--- config.mk ---
export PLATFORM = sky130hd
export DESIGN_NAME = div_flat
export DESIGN_NICKNAME = d
export VERILOG_FILES = /design/src/rtl/div_if.sv /design/src/rtl/div.sv /design/src/flat_wrapper.sv
export SDC_FILE = /design/constraint.sdc
export NUM_CORES = 1
export LEC_CHECK = 0
export BUFFER_PORTS_ARGS = -buffer_cell sky130_fd_sc_hd__buf_2
export CAP_MARGIN = 30
export CORE_MARGIN = 5
export CORE_UTILIZATION = 47
export DETAILED_ROUTE_END_ITERATION = 8
export PLACE_DENSITY_LB_ADDON = 0.1
export SETUP_SLACK_MARGIN = 0.02
export SYNTH_ARGS = -nofsm -noshare
export SYNTH_HDL_FRONTEND = slang
export SYNTH_SLANG_ARGS = --single-unit
export TNS_END_PERCENT = 20
--- constraint.sdc ---
create_clock -name clk -period 7.4 [get_ports clk]
set_input_delay 1.11 -clock clk [delete_from_list [all_inputs] [get_ports clk]]
set_output_delay 1.11 -clock clk [all_outputs]
set_load 0.03 [all_outputs]
--- src/rtl/div_if.sv ---
// Operand/result bundle between the control unit and the divider.
// The control unit drives the master side; the divider is the slave.
interface div_if #(
    parameter int WIDTH = 32
);
    logic [WIDTH-1:0] a;
    logic [WIDTH-1:0] b;
    logic             divControl;
    logic             divStop;
    logic             divZero;
    logic [WIDTH-1:0] hi;
    logic [WIDTH-1:0] lo;

    modport master (
        output a, b, divControl,
        input  divStop, divZero, hi, lo
    );

    modport slave (
        input  a, b, divControl,
        output divStop, divZero, hi, lo
    );
endinterface

--- src/rtl/div.sv ---
// Sequential signed divider: one restoring quotient bit per clock.
// Quotient goes to lo, remainder to hi; divide-by-zero is flagged.
module div #(
    parameter int WIDTH = 32
) (
    input  logic  clk,
    input  logic  Reset,
    div_if.slave  io
);
    localparam int CW = $clog2(WIDTH + 1);

    typedef enum logic [1:0] {
        IDLE,
        RUN,
        FIX,
        ZERO
    } state_t;

    state_t           state, state_n;
    logic [WIDTH:0]   rem, rem_sh;
    logic [WIDTH-1:0] quo, absb;
    logic [WIDTH-1:0] abs_a_in, abs_b_in;
    logic             sign_q, sign_r;
    logic [CW-1:0]    count;
    logic             ge;

    // Magnitudes stay WIDTH-bit unsigned, so the most negative value maps to itself.
    always_comb begin
        abs_a_in = io.a[WIDTH-1] ? -io.a : io.a;
        abs_b_in = io.b[WIDTH-1] ? -io.b : io.b;
        rem_sh   = {rem[WIDTH-1:0], quo[WIDTH-1]};
        ge       = rem_sh >= {1'b0, absb};
    end

    always_ff @(posedge clk or posedge Reset) begin
        if (Reset) state <= IDLE;
        else       state <= state_n;
    end

    always_comb begin
        state_n = state;
        unique case (state)
            IDLE: state_n = IDLE;
            RUN:  if (count == CW'(1)) state_n = FIX;
            FIX:  state_n = IDLE;
            ZERO: state_n = IDLE;
            default: state_n = IDLE;
        endcase
        if (io.divControl)
            state_n = (io.b == '0) ? ZERO : RUN;
    end

    always_ff @(posedge clk or posedge Reset) begin
        if (Reset) begin
            rem        <= '0;
            quo        <= '0;
            absb       <= '0;
            sign_q     <= 1'b0;
            sign_r     <= 1'b0;
            count      <= '0;
            io.divStop <= 1'b0;
            io.divZero <= 1'b0;
            io.hi      <= '0;
            io.lo      <= '0;
        end else begin
            io.divStop <= 1'b0;
            if (io.divControl) begin
                // A start always wins, aborting any op in flight.
                sign_q     <= io.a[WIDTH-1] ^ io.b[WIDTH-1];
                sign_r     <= io.a[WIDTH-1];
                rem        <= '0;
                quo        <= abs_a_in;
                absb       <= abs_b_in;
                count      <= CW'(WIDTH);
                io.divZero <= 1'b0;
            end else begin
                unique case (state)
                    RUN: begin
                        rem   <= ge ? rem_sh - {1'b0, absb} : rem_sh;
                        quo   <= {quo[WIDTH-2:0], ge};
                        count <= count - CW'(1);
                    end
                    FIX: begin
                        io.lo      <= sign_q ? -quo : quo;
                        io.hi      <= sign_r ? -rem[WIDTH-1:0]
                                             : rem[WIDTH-1:0];
                        io.divStop <= 1'b1;
                    end
                    ZERO: begin
                        io.divStop <= 1'b1;
                        io.divZero <= 1'b1;
                    end
                    default: ;
                endcase
            end
        end
    end
endmodule

--- src/flat_wrapper.sv ---
// flat-port wrapper written by rule: the top's interface ports become plain ports
module div_flat 
#(
    parameter int WIDTH = 32
)
  (clk, Reset, io_a, io_b, io_divControl, io_divStop, io_divZero, io_hi, io_lo);
  div_if #(.WIDTH(WIDTH)) io_i ();
  input  logic clk;
  input  logic Reset;
  input wire logic [$bits(io_i.a)-1:0] io_a;
  input wire logic [$bits(io_i.b)-1:0] io_b;
  input wire logic [$bits(io_i.divControl)-1:0] io_divControl;
  output wire logic [$bits(io_i.divStop)-1:0] io_divStop;
  output wire logic [$bits(io_i.divZero)-1:0] io_divZero;
  output wire logic [$bits(io_i.hi)-1:0] io_hi;
  output wire logic [$bits(io_i.lo)-1:0] io_lo;
  assign io_i.a = io_a;
  assign io_i.b = io_b;
  assign io_i.divControl = io_divControl;
  assign io_divStop = io_i.divStop;
  assign io_divZero = io_i.divZero;
  assign io_hi = io_i.hi;
  assign io_lo = io_i.lo;
  div #(.WIDTH(WIDTH)) u_core (.clk(clk), .Reset(Reset), .io(io_i));
endmodule
==> impl_results.md, run 1 <==
- Final Net Count: 1481
- Logic pwr share: 41.8%
- Count leader, synth: dfrtp_1
- Worst Path Buf+Inv: 2
- Max H-tree Level: 4
- Critical path's top delay family: compound AO/OA/AOI/OAI gates
- Sequential fraction of the synthesis area: 38.58%
- Peak VDD IR: 162.2 uV
- Post_cts resized: 0
- Slew HR: 31.50%
- RSZ-0062 raised after global routing: no
- Critical R2R Capture: u_core.rem[30]
- Final wirelength: 28.66 mm
- Sinks on Clock Net: 172
- Skew final: 0.01507 ns
- GP Congestion: 0.9250
- Initial antenna violation count: 1
- Routed vias: 9404
- # DRC: 0
- Hold Path Sink: u_core.io.divZero
- Syn_area_per_cell: 8.695 sq um
- Vias in the first global route: 8693
- Post-synth EDFFs: 0
- Worst Path Max Fanout: 4
- PD cells: 304.0 nW/um^2
- Leak: 6.071 nW
- Yosys warnings: 0
- Place WS: 3.619 ns
- Largest net degree at the start of global routing: 106
- Clock power frac: 23.5%
- Critical Path RT: 7.67 ns
- Critical Path Most Common Cell: inv_1
- Ys flop type: dfrtp_1
- Reg2reg setup slack: 3.67 ns
- Slowest cell on crit path: a2111oi_0
- Share of cells above drive strength 1: 14.55%
- Internal power: 2.209 mW
- Switching Fraction: 42.33%
- IO Count: 133
- Post-CTS setup buffer count: 0
- Row Count: 56
- Slew @ Worst Pin: 1.027 ns
- Synth Cell Area: 11160 sq um
- Ant diodes: 0
- Status: completed
- Critical R2R Launch: u_core.quo[31]
- HP Start: u_core.io.divZero
- Psw: 1.621 mW
- GRT overflow: 0
- Total CTS buffers: 17
- CP Capture Type: register
- Startpoint Class: register
- Reg power frac: 34.7%
- First-pass GRT wire length: 46.52 mm
- Synth area leaders: dfrtp_1 (39%), xor2_1 (7.8%), a21oi_1 (6.5%)
- Drt initial violations: 670
- Core area: 23400 sq um
- Bufs on Longest Clock Path: 2
- Max_cap viols: 0
- Hold Path Cell Cnt: 2
- Drt first pass iters: 5
- Final Cycle Share: 50.41%
- Vias per std cell: 5.509
- DR WL/cell: 16.79 um
- Clock root cell: clkbuf_16
- Critical path, cell by cell: inv_1 -> ha_1 -> inv_1 -> fa_1 -> a21o_1 -> a221oi_1 -> a211oi_1 -> or3_1 -> a2111oi_0 -> nor3_1 -> xor2_1 -> mux2i_1 -> o22ai_1
- DRT antenna net count: 0
- Post-synthesis cell type count: 70
- Die Wd: 164.1 um
- Post-route setup TNS: 0 ns
- Area Growth Syn to Fin: 12.92%
- Fmax: 268.1 MHz
- Asr flop ratio synth: 100.0%
- Layout Utilization: 53.83%
- Worst-Skew Late Latency: 0.43 ns
- GR Util All Layers: 21.63%
- Syn_nets: 1389
- Critical path class: register to register
- Tmin final: 3.730 ns
- Max stage delay on crit path: 0.56 ns
- HP Class: register to register
- Endpoints failing setup: 0
- DIE AREA: 26920 sq um
- Worst-path clk slew: 0.08 ns
- Mapped Cells: 1283
- Initial Utilization: 47.67%
- Final worst setup slack: 3.670 ns
- CTS tree: built
- Commonest cells in the netlist: dfrtp_1 (172), nor2_1 (146), a21oi_1 (145)
- Final Hold Fails: 0
- Hold buffers post-CTS: 0
- Port bufs: 132
- Register bit total from synthesis: 172
- Pins Over Slew Limit: 0
- R2R depth: 13
- Die Ht: 164.1 um
- Yosys top cell area share: 38.58%
- Detailed Place HPWL: 20.91 mm
- Synth area leader: dfrtp_1
- CP arrival: 4.01 ns
-- final cells by class --
type | count | area, sq um
Clock inverter | 15 | 177.7
Clock buffer | 17 | 425.4
Inverter | 53 | 203.9
Fill cell | 2306 | 10810
Timing Repair Buffer | 139 | 715.7
Multi-Input combinational cell | 992 | 6371
Sequential cell | 172 | 4304
Tap cell | 319 | 399.1
-- worst max path at each step --
stage                            endpoint           start  slack (ns)  cells after the start
after global routing       u_core.rem[30]  u_core.quo[31]        3.45                     13
after global placement    u_core.absb[27]         io_b[8]        3.67                     10
after detailed placement  u_core.absb[27]         io_b[8]        3.62                     10
after floorplan            u_core.absb[0]           Reset        1.63                      1
final                      u_core.rem[30]  u_core.quo[31]        3.67                     13
after CTS                  u_core.rem[30]  u_core.quo[31]        3.75                     13
-- worst reg2reg max path, cell delays in order, from the launching register on --
cell,delay [ns]
dfrtp_1,0.38
inv_1,0.12
ha_1,0.17
inv_1,0.05
fa_1,0.40
a21o_1,0.19
a221oi_1,0.49
a211oi_1,0.24
or3_1,0.41
a2111oi_0,0.56
nor3_1,0.15
xor2_1,0.16
mux2i_1,0.15
o22ai_1,0.11
-- stage by stage --
stage	power (mW)	hold WS, ns	cell area [sq um]	cells
6_report	3.830	0.5057	12600	1707
5_1_grt	4.107	0.5337	12600	1707
4_1_cts	3.844	0.5104	12600	1707
3_5_place_dp	2.925	0.4906	11990	1675
3_3_place_gp	2.910	0.4937	11990	1675
2_1_floorplan	2.519	0.4875	11160	1283
-- cells by family after synthesis --
kind of cell	count (synthesis)	synth area share, %
AOI/OAI and AO/OA	364	19.76
muxes	52	4.711
xor gates and xnor gates	150	11.78
and+or+nand+nor	387	16.29
buffers and inverters	119	4.441
DFF	172	38.58
adders and majority gates	39	4.441
-- layout by cell type, fill, tap and decap left out, types with 4 or more instances in the layout --
| cell | Yosys | routed |
|---|---|---|
| dfrtp_1 | 172 | 172 |
| and3_1 | 5 | 5 |
| or2_2 | 5 | 5 |
| mux2_2 | 4 | 4 |
| nor2b_1 | 9 | 7 |
| nand2b_1 | 12 | 12 |
| ha_1 | 38 | 38 |
| o31ai_1 | 29 | 29 |
| a311oi_1 | 4 | 4 |
| nand3b_1 | 4 | 4 |
| buf_2 | 2 | 131 |
| a21o_1 | 11 | 11 |
| o21ai_0 | 95 | 95 |
| a31oi_1 | 10 | 10 |
| buf_4 | 1 | 8 |
| inv_8 | 0 | 4 |
| or4_1 | 10 | 10 |
| clkbuf_16 | 0 | 17 |
| nor2_1 | 146 | 146 |
| a211oi_1 | 13 | 13 |
| o21a_1 | 4 | 4 |
| nor4_1 | 9 | 9 |
| a21oi_1 | 145 | 145 |
| nand2_1 | 115 | 115 |
| xor2_1 | 99 | 99 |
| clkinv_8 | 0 | 5 |
| xnor2_1 | 51 | 51 |
| inv_1 | 53 | 52 |
| o211ai_1 | 6 | 6 |
| nor3_1 | 23 | 23 |
| mux2i_1 | 48 | 48 |
| or3_1 | 12 | 12 |
| nand4_1 | 4 | 4 |
| nand3_1 | 12 | 12 |
| o41ai_1 | 19 | 19 |
-- power by group through the flow --
stage	sequential, mW	combinational, mW	clock, mW
after detailed placement	1.34	1.58	0
after global routing	1.36	1.79	0.961
after CTS	1.32	1.60	0.920
after global placement	1.34	1.58	0
after floorplan	1.29	1.23	0
final	1.33	1.60	0.900
-- per-layer routing --
layer  part of all wire (%)  global-route usage (%)
met5                      0                       0
met4                   0.92                   4.994
met3                    6.3                   3.312
met2                     40                   29.10
met1                     53                   35.79
-- sequential cells by signal (all words and copies together), names as in the netlist --
| signal | flops |
|---|---|
| u_core.quo | 32 |
| u_core.sign_q | 1 |
| u_core.io.lo | 32 |
| u_core.sign_r | 1 |
| u_core.io.hi | 32 |
| u_core.state | 2 |
| u_core.io.divStop | 1 |
| u_core.absb | 32 |
| u_core.io.divZero | 1 |
| u_core.rem | 32 |
| u_core.count | 6 |
(Power assumes the default switching activity.)
==> run 2: changes to the inputs <==
==> constraint.sdc (replaced) <==
create_clock -name clk -period 3.08 [get_ports clk]
set_input_delay 0.462 -clock clk [delete_from_list [all_inputs] [get_ports clk]]
set_output_delay 0.462 -clock clk [all_outputs]
set_load 0.03 [all_outputs]
==> run 2 against run 1 <==
  * Routed wire length grew 4.0%
  * Cell area grew 6.1%
  * Global-route usage grew 0.73 points
  * Non-clock buffer count grew 77
  * Critical endpoint unchanged
==> impl_results.md, run 2 (synthesis gave the netlist of run 1 again) <==
- Final Hold Fails: 0
- CTS tree: built
- Reg power frac: 30.1%
- DR WL/cell: 16.70 um
- Final instance area: 13360 sq um
- Area of the multi-input gates: 6482 sq um
- Drt initial violations: 757
- GRT overflow: 0
- Final worst setup slack: 0.1217 ns
- Die Ht: 164.1 um
- Skew final: 0.01217 ns
- DP Area: 12590 sq um
- IO Count: 133
- Largest net degree at the start of global routing: 66
- Bufs on Longest Clock Path: 2
- Tmin final: 2.958 ns
- Post-route setup TNS: 0 ns
- Psw: 4.159 mW
- Port bufs: 132
- Clock root cell: clkbuf_16
- Pins Over Slew Limit: 0
- Startpoint Class: register
- CP Capture Type: register
- Slew @ Worst Pin: 0.9311 ns
- Final Net Count: 1558
- Critical path's top delay family: compound AO/OA/AOI/OAI gates
- GP Congestion: 0.9001
- Internal power: 5.853 mW
- Worst-path clk slew: 0.08 ns
- Vias per std cell: 5.406
- Area Growth Syn to Fin: 19.80%
- Final Cycle Share: 96.05%
- Commonest non-fill, non-tap cell in the layout: dfrtp_1
- Hold buffers post-CTS: 0
- Peak VDD IR: 361.1 uV
- Total CTS buffers: 17
- Critical Path Most Common Cell: inv_1
- First-pass GRT wire length: 48.24 mm
- CP arrival: 3.28 ns
- Max_cap viols: 0
- Place WS: -0.09444 ns
- Vias in the first global route: 9039
- Critical path class: register to register
- DRT antenna net count: 0
- RSZ-0062 raised after global routing: yes
- Slowest cell on crit path: dfrtp_1
- Logic pwr share: 48.0%
- Initial antenna violation count: 2
- Share of cells above drive strength 1: 20.34%
- Leak: 6.466 nW
- Critical Path RT: 3.40 ns
- DIE AREA: 26920 sq um
- Switching Fraction: 41.54%
- Die Wd: 164.1 um
- Critical path, cell by cell: inv_1 -> ha_1 -> inv_1 -> fa_2 -> a21o_1 -> a221oi_2 -> a211oi_2 -> or3_4 -> a2111oi_2 -> nor3_1 -> xor2_1 -> mux2i_1 -> o22ai_1
- Endpoints failing setup: 0
- # DRC: 0
- Drt first pass iters: 5
- HP Class: input port to async pin
- GR Util All Layers: 22.36%
- Detailed Place HPWL: 22.39 mm
- Max H-tree Level: 4
- Slew HR: 37.92%
- Row Count: 56
- Worst-Skew Late Latency: 0.44 ns
- Sinks on Clock Net: 172
- Initial Utilization: 47.67%
- Worst Path Max Fanout: 2
- Worst Path Buf+Inv: 2
- Status: completed
- PD cells: 749.2 nW/um^2
- Core area: 23400 sq um
- Fmax: 338.0 MHz
- Commonest cells after routing, fill and taps aside: dfrtp_1 (169), nor2_1 (146), a21oi_1 (144), buf_2 (131), nand2_1 (115)
- Max stage delay on crit path: 0.38 ns
- Register area: 4308 sq um
- Routed vias: 9650
- Clock power frac: 22.0%
- Final wirelength: 29.80 mm
- # fillers: 2235
[run 2: cell count changes in the layout (fill, tap and decap cells not counted), moves of 3 or more]
cell,before,now
or3_4,2,5
buf_12,0,3
dfrtp_1,172,169
o31ai_2,3,0
o31ai_4,1,5
buf_4,8,80
dfrtp_2,0,3
ha_2,0,4
ha_1,38,34
[run 2: path summary, 6_finish.rpt]
path	slack [ns]	end	start	cells after the start
min	0.20	u_core.io.hi[15]	Reset	2
max reg2reg	0.12	u_core.rem[30]	u_core.quo[31]	13
max	0.12	u_core.rem[30]	u_core.quo[31]	13
max in group asynchronous	2.05	u_core.quo[2]	Reset	3
min in group clk	0.33	u_core.rem[26]	io_divControl	2
min reg2reg	0.52	u_core.io.divZero	u_core.io.divZero	2
[run 2: metal layers]
| layer | global-route usage (%) | wire, um |
|---|---|---|
| met1 | 36.89 | 15910 |
| met2 | 30.13 | 11760 |
| met5 | 0 | 7 |
| met4 | 4.232 | 216 |
| met3 | 4.115 | 1907 |
[run 2: what timing repair did]
action                                 in CTS  in global routing
cloned                                      0                  1
pin swaps                                   0                 12
resized for setup                           3                 27
setup buffers                               0                  2
setup endpoints to repair                   5                 40
endpoints found under the hold margin       0                  0
[run 2: through the flow]
step           total power, mW  utilization (%)  hold WS, ns  cells
6_report                 10.01            57.11       0.2011   1785
5_1_grt                  10.67            57.11       0.2679   1785
4_1_cts                  9.835            56.45       0.2191   1781
3_5_place_dp             7.564            53.78       0.4923   1749
3_3_place_gp             7.522            53.78       0.4841   1749
2_1_floorplan            6.053                -       0.4875   1283
[run 2: layout make-up]
class / count / area share, %
multi-input combinational: 992 / 48.51
sequential: 172 / 32.23
timing repair buffer: 216 / 10.15
clock buffer: 17 / 3.183
tap: 319 / 2.987
inverter: 53 / 1.517
clock inverter: 15 / 1.404
antenna: 1 / 0.01872
[run 2: power groups by stage]
stage | clock [mW] | combinational [mW] | sequential (mW)
4_1_cts | 2.25 | 4.59 | 2.99
3_3_place_gp | 0 | 4.50 | 3.03
5_1_grt | 2.33 | 5.28 | 3.06
3_5_place_dp | 0 | 4.53 | 3.03
2_1_floorplan | 0 | 2.96 | 3.09
6_report | 2.20 | 4.80 | 3.01
==> run 3: changes to the inputs <==
--- a/config.mk
+++ b/config.mk
@@ -6,11 +6,13 @@
 export NUM_CORES = 1
 export LEC_CHECK = 0
 export BUFFER_PORTS_ARGS = -buffer_cell sky130_fd_sc_hd__buf_2
-export CAP_MARGIN = 30
+export CAP_MARGIN = 20
 export CORE_MARGIN = 5
 export CORE_UTILIZATION = 47
 export DETAILED_ROUTE_END_ITERATION = 8
+export GPL_ROUTABILITY_DRIVEN = 0
 export PLACE_DENSITY_LB_ADDON = 0.1
+export REMOVE_ABC_BUFFERS = 1
 export SETUP_SLACK_MARGIN = 0.02
 export SYNTH_ARGS = -nofsm -noshare
 export SYNTH_HDL_FRONTEND = slang
==> run 3 against run 2 <==
  * Register-to-register slack got worse by 0.05 ns
  * Critical path depth rose by 1
  * Cell count fell by 0.22%
  * Global-route usage fell by 0.097 points
  * Critical endpoint unchanged
  * Largest cell class unchanged
==> impl_results.md, run 3 (synthesis gave the netlist of run 1 again) <==
- Critical R2R Capture: u_core.rem[30]
- Routed vias: 9753
- Pins Over Slew Limit: 0
- CP arrival: 3.31 ns
- Placed cells: 1743
- HP Class: input port to async pin
- Commonest non-fill, non-tap cell in the layout: dfrtp_1
- Skew final: 0.01303 ns
- Clock root cell: clkbuf_16
- Bufs on Longest Clock Path: 2
- CTS tree: built
- Final Net Count: 1555
- Drt initial violations: 570
- Ant diodes: 0
- Final Cycle Share: 97.61%
- Tmin final: 3.006 ns
- Critical Path RT: 3.38 ns
- Worst-Skew Late Latency: 0.44 ns
- First-pass GRT wire length: 48.21 mm
- Fmax: 332.6 MHz
- Core area: 23400 sq um
- Startpoint Class: register
- Reg2reg setup slack: 0.07 ns
- # fillers: 2230
- Detailed Place HPWL: 21.39 mm
- Critical R2R Launch: u_core.quo[31]
- Largest net degree at the start of global routing: 105
- Die Wd: 164.1 um
- # DRC: 0
- Finished Layout Cells: 1781
- Commonest cells after routing, fill and taps aside: dfrtp_1 (170), nor2_1 (146), a21oi_1 (140), buf_2 (131), nand2_1 (115)
- RSZ-0062 raised after global routing: yes
- DR WL/cell: 16.69 um
- Drt first pass iters: 5
- GR Util All Layers: 22.26%
- Die Ht: 164.1 um
- Sinks on Clock Net: 172
- PD cells: 754.6 nW/um^2
- Vias in the first global route: 9464
- Peak VDD IR: 369.8 uV
- Final wirelength: 29.72 mm
- Initial antenna violation count: 0
- Vias per std cell: 5.476
- CP Capture Type: register
- Worst-path clk slew: 0.07 ns
- Max H-tree Level: 4
- DRT antenna net count: 0
- Port bufs: 132
- DIE AREA: 26920 sq um
- Total CTS buffers: 17
- Area Growth Syn to Fin: 20.24%
- DP Area: 12570 sq um
- Leak: 6.495 nW
- GRT overflow: 0
- Initial Utilization: 47.67%
- Overall Power: 10.12 mW
- Slew @ Worst Pin: 1.020 ns
- Max_cap viols: 0
- IO Count: 133
- Critical path class: register to register
- Slew HR: 32.01%
- Worst Path Max Fanout: 2
- Final instance area: 13410 sq um
- Status: completed
- Final Hold Fails: 0
- R2R depth: 14
- Row Count: 56
- Endpoints failing setup: 0
- Share of cells above drive strength 1: 20.45%
run 3: changes by cell type in the layout (fill, tap and decap cells not counted), moves of 4 or more:
cell and change:
clkinv_8 -5, inv_6 +5, a21oi_1 -4, a21oi_2 +4
buf_4 -4, bufinv_16 +4, ha_2 -4, inv_8 -4
run 3: final cells by class:
cell class	count	area [sq um]	area share, %
Multi-Input combinational cell	992	6523	48.62
Tap cell	319	399.1	2.975
Clock buffer	19	442.9	3.302
Timing Repair Buffer	213	1338	9.971
Clock inverter	13	201.4	1.502
Inverter	53	203.9	1.520
Sequential cell	172	4307	32.11
run 3: how the worst max path moves through the flow:
stage,slack (ns),from,endpoint
after floorplan,-2.33,io_divControl,u_core.io.hi[0]
after global placement,0.004,io_b[8],u_core.absb[29]
after detailed placement,-0.03,u_core.quo[31],u_core.rem[30]
after CTS,0.001,u_core.rem[0],u_core.io.hi[31]
after global routing,-0.05,u_core.quo[31],u_core.rem[30]
final,0.07,u_core.quo[31],u_core.rem[30]
run 3: timing repair:
item,in CTS,in global routing
pin swaps,1,19
hold buffers,0,0
endpoints found under the setup margin,5,30
buffers inserted,0,6
resized for setup,4,28
run 3: worst max-delay path, cell delays in order (launching register included):
cell and delay, ns:
dfrtp_1 0.39, inv_2 0.08, ha_4 0.12, inv_1 0.05, fa_2 0.36, a21o_1 0.21
a221oi_2 0.23, buf_4 0.15, a211oi_2 0.07, or3_4 0.42, a2111oi_4 0.33, nor3_2 0.10
xor2_1 0.15, mux2i_1 0.15, o22ai_1 0.08
run 3: metal layers:
layer	wire length [um]	vias to the layer above	track usage, %
met4	382	0	5.376
met3	1329	25	3.388
met5	0	-	0
met2	13780	213	35.54
met1	14230	4649	31.94
li1	-	4866	-
run 3: per-stage QoR:
step	hold slack (ns)	setup WS (ns)	utilization (%)	setup TNS [ns]
3_5_place_dp	0.4905	-0.03157	53.70	-0.05917
4_1_cts	0.1942	0.001180	56.50	0
5_1_grt	0.2341	-0.05035	57.32	-0.05311
2_1_floorplan	0.4874	-2.325	-	-526.02
6_report	0.1603	0.07370	57.32	0
3_3_place_gp	0.4848	0.004159	53.70	0
run 3: where the power goes:
part           internal, mW  switching (mW)  total [mW]
registers              2.62           0.345        2.97
clock network          1.41           0.994        2.40
logic                  2.08            2.68        4.75
total                  6.10            4.02        10.1
